File: src/rtl/chunked_adder.sv
// chunked_adder: multi-cycle add/sub, CHUNK bits per clock,
// LSB chunk first, carry held in a register between chunks.
module chunked_adder #(
  parameter int WIDTH = 10,
  parameter int CHUNK = 2
) (
  input  logic             clk,
  input  logic             rst_n,
  input  logic             start,
  input  logic             sub,
  input  logic [WIDTH-1:0] a,
  input  logic [WIDTH-1:0] b,
  output logic             ready,
  output logic             busy,
  output logic             done,
  output logic [WIDTH-1:0] sum,
  output logic             cout,
  output logic             ovf
);

  localparam int NCH = WIDTH / CHUNK;
  localparam int IW  = (NCH > 1) ? $clog2(NCH) : 1;

  typedef enum logic [1:0] {
    S_IDLE,
    S_RUN,
    S_DONE
  } state_t;

  state_t           state;
  logic [WIDTH-1:0] ar;
  logic [WIDTH-1:0] br;
  logic [WIDTH-1:0] work;
  logic             amsb;
  logic             bmsb;
  logic             carry;
  logic [IW-1:0]    idx;

  logic [CHUNK:0]   psum;
  logic [WIDTH-1:0] wnext;
  logic             last;
  logic             accept;

  assign ready  = (state != S_RUN);
  assign busy   = (state == S_RUN);
  assign last   = (idx == IW'(NCH - 1));
  assign accept = start && (state != S_RUN);

  // One chunk of the sum; the result is shifted in from the top so
  // that after NCH steps it sits at its final bit position.
  always_comb begin
    psum  = {1'b0, ar[CHUNK-1:0]}
          + {1'b0, br[CHUNK-1:0]}
          + {{CHUNK{1'b0}}, carry};
    wnext = (work >> CHUNK)
          | (WIDTH'(psum[CHUNK-1:0]) << (WIDTH - CHUNK));
  end

  // Handshake FSM, chunk datapath and result publish.
  always_ff @(posedge clk or negedge rst_n) begin
    if (!rst_n) begin
      state <= S_IDLE;
      ar    <= '0;
      br    <= '0;
      work  <= '0;
      amsb  <= 1'b0;
      bmsb  <= 1'b0;
      carry <= 1'b0;
      idx   <= '0;
      sum   <= '0;
      cout  <= 1'b0;
      ovf   <= 1'b0;
      done  <= 1'b0;
    end else begin
      done <= 1'b0;
      unique case (1'b1)
        busy: begin
          ar    <= ar >> CHUNK;
          br    <= br >> CHUNK;
          work  <= wnext;
          carry <= psum[CHUNK];
          idx   <= idx + 1'b1;
          if (last) begin
            sum   <= wnext;
            cout  <= psum[CHUNK];
            ovf   <= (amsb == bmsb) &&
                     (psum[CHUNK-1] != amsb);
            done  <= 1'b1;
            state <= S_DONE;
          end
        end
        accept: begin
          ar    <= a;
          br    <= sub ? ~b : b;
          amsb  <= a[WIDTH-1];
          bmsb  <= sub ? ~b[WIDTH-1] : b[WIDTH-1];
          carry <= sub;
          idx   <= '0;
          work  <= '0;
          state <= S_RUN;
        end
        default: state <= S_IDLE;
      endcase
    end
  end

endmodule
File: config.mk
export PLATFORM = sky130hd
export DESIGN_NAME = chunked_adder
export DESIGN_NICKNAME = d
export VERILOG_FILES = /design/src/rtl/chunked_adder.sv
export SDC_FILE = /design/constraint.sdc
export NUM_CORES = 1
export LEC_CHECK = 0
export BUFFER_PORTS_ARGS = -buffer_cell sky130_fd_sc_hd__buf_2
export CAP_MARGIN = 10
export CORE_MARGIN = 10
export CORE_UTILIZATION = 55
export DETAILED_ROUTE_END_ITERATION = 10
export GPL_TIMING_DRIVEN = 1
export HOLD_SLACK_MARGIN = 0.08
export MAX_ROUTING_LAYER = met4
export PLACE_DENSITY = 0.78
export SLEW_MARGIN = 25
export SYNTH_ARGS = -nofsm -noshare
export SYNTH_HDL_FRONTEND = slang
export SYNTH_SLANG_ARGS = --single-unit
File: constraint.sdc
create_clock -name clk -period 2.2 [get_ports clk]
set_input_delay 0.22 -clock clk [delete_from_list [all_inputs] [get_ports clk]]
set_output_delay 0.22 -clock clk [all_outputs]
set_load 0.05 [all_outputs]
==> reports/qor.csv <==
metric;value;unit
status;finished clean;
Core Box Area;3970;µm²
Data arrival, critical path;2.08;ns
Slew headroom;47.0;%
ANT cells;0;
CTS Hold Buffers Added;1;
Synth Area in Simple Gates;11.7;%
Post-DP HPWL;2890;µm
Peak VDD IR;0.775;mV
Final ANT Viol Nets;0;
R2R Setup Slk;0.34;ns
Final Skew;0.00781;ns
Layout Nets;262;
H-tree depth;2;
hold_ws;0.167;ns
CTS buffer count;5;
Hold WC Path Type;primary input to flip-flop;
Worst-path clk slew;0.09;ns
final clock period utilization by the worst path;84.5;%
routability cong.;0.737;
Initial Util;56.6;%
vias in the first global route;1561;
largest family of logic cells by synthesized area;multiplexers;
actual slew at the worst max-slew pin;0.796;ns
Mapped Avg Cell Area;11.4;µm²
pwr/cell area;1430;nW/µm²
Final min period;1.86;ns
Die W;83.9;µm
initial antenna violation count;0;
Cell Area, Synth;2250;µm²
Worst Setup EP;ovf;
Max clock buf depth;2;
row count;23;
synth unique cells;25;
RR Startpoint;ar[0];
CP Launch Point;ar[0];
Residual DRC;0;
Seq/Total Area, Yosys;54.5;%
Vias;1475;
Via density;5.18;
die area;7050;µm²
first-pass GRT wire length;7310;µm
Adder-Cell Fraction of Synth Area;2.89;%
Ys Warns;0;
mux cell area share after synthesis;16.1;%
WL per Instance;14.2;µm
DRT Pass-1 Iters;2;
post-cts sizing count;0;
worst-skew pair later-pin latency;0.30;ns
fin. max-slew vios;0;
Final Hold Vio Count;0;
Fill cells;327;
Seq cells post-synth;49;
Setup Viol. Count Final;0;
setup TNS;0;ns
IO buf count;38;
Synth Area in XOR/XNOR;3.90;%
Fmax;538;MHz
Syn Inst Count;197;
Hold Crit Start;a[8];
FF-to-FF path depth;7;
CP required;2.42;ns
max_cap viols;0;
Die Height;83.9;µm
crit end category;flip-flop;
total grt overflow;0;
critical path startpoint category;flip-flop;
TritonCTS clock tree;yes;
largest net degree at the start of global routing;38;
Leak Pwr;1.36;nW
iteration-0 DRC count of the detailed router;86;
Area Growth Syn to Fin;15.4;%
WS Path Type;flip-flop to flip-flop;
RSZ-0062 raised after global routing;false;
GRT Total Usage;12.8;%
post-synthesis compound-gate area fraction;6.18;%
number of buffers added for setup after CTS;0;
root buf cell;clkbuf_8;
WL final;4050;µm
clk sink count;49;
worst r2r dst;ovf;
Post-Syn Nets;225;
Critical Path Fanout Max;4;
IO Pins;39;
layout cells sized above 1;27.7;%
-- routing by layer --
| metal | up-vias | wire length [µm] | GRT usage (%) |
|---|---|---|---|
| met1 | 710 | 1890 | 15.2 |
| met4 | 0 | 36 | 4.57 |
| li1 | 730 | - | - |
| met2 | 31 | 1900 | 19.2 |
| met5 | - | 0 | - |
| met3 | 4 | 229 | 4.79 |
-- cell usage after synthesis (all sizes together) --
cell type,instances,area [µm²]
and3b,1,8.76
mux2,13,161
fa,2,40.0
nor2,7,26.3
ha,2,25.0
a31oi,1,6.26
inv,9,33.8
buf,9,61.3
a21oi,2,10.0
o21ai,20,100
xnor2,2,17.5
nand4b,1,23.8
clkbuf,3,11.3
o31ai,1,7.51
nand3b,8,60.1
xor2,8,70.1
nand2,36,135
a211oi,2,15.0
dfrtp,49,1230
nand2b,1,8.76
mux2i,20,200
-- area by class of cell --
type                       instances  area [µm²]  area share (%)
multi-input combinational        127         916            35.3
timing repair buffer              42         223            8.58
tap                               50        62.6            2.41
clock inverter                     3        65.1            2.51
sequential                        49        1230            47.3
inverter                           9        33.8            1.30
clock buffer                       5        68.8            2.65
-- registers in the layout (all words and copies together) (netlist names) --
name,count
cout,1
ar,10
idx,3
carry,1
bmsb,1
amsb,1
done,1
sum,10
state,2
work,8
br,10
ovf,1
-- kinds of logic after synthesis --
kind of cell,after synthesis
compound gates,26
mux,33
simple gates,54
flops,49
fa+ha+maj,4
xor+xnor,10
buf+inv,21
-- how the worst min path moves through the flow --
stage,slack (ns),depth (start not counted),to
after floorplan,-0.08,0,amsb
after global placement,0.16,1,done
after detailed placement,0.16,1,done
after CTS,0.16,3,ar[8]
after global routing,0.15,2,amsb
final,0.17,3,ar[8]
-- report_power, final --
group | switching, mW | total (mW) | leakage, nW | internal (mW)
registers | 0.208 | 1.47 | 0.632 | 1.26
clock network | 0.289 | 0.740 | 0.0681 | 0.451
logic | 0.984 | 1.50 | 0.655 | 0.519
total | 1.48 | 3.71 | 1.36 | 2.23
-- stage by stage --
stage / instance area [µm²] / total power [mW] / std cells / util, % / setup slack [ns]
2_1_floorplan: 2250 / 2.66 / 197 / - / 0.476
3_3_place_gp: 2450 / 2.96 / 276 / 61.7 / 0.424
3_5_place_dp: 2450 / 3.02 / 276 / 61.7 / 0.368
4_1_cts: 2590 / 3.76 / 285 / 65.3 / 0.337
5_1_grt: 2590 / 4.00 / 285 / 65.3 / 0.189
6_report: 2590 / 3.71 / 285 / 65.3 / 0.341
-- worst max-delay path: stages, from the launching register on --
cell     delay, ns
dfrtp_1       0.37
inv_1         0.07
fa_1          0.41
inv_1         0.07
fa_1          0.46
and3b_1       0.23
a21oi_1       0.04
o21ai_0       0.13
-- layout by cell type (no fill, tap or decap), types with 4 or more instances in the layout --
cell and n:
clkbuf_8 5, nor2_1 7, o21ai_0 20, nand2_1 36, xor2_1 8, dfrtp_1 49
inv_1 8, mux2i_1 20, nand3b_1 8, mux2_2 9, mux2_4 4, buf_2 38
Note: power is estimated with default switching activity, not from simulation.
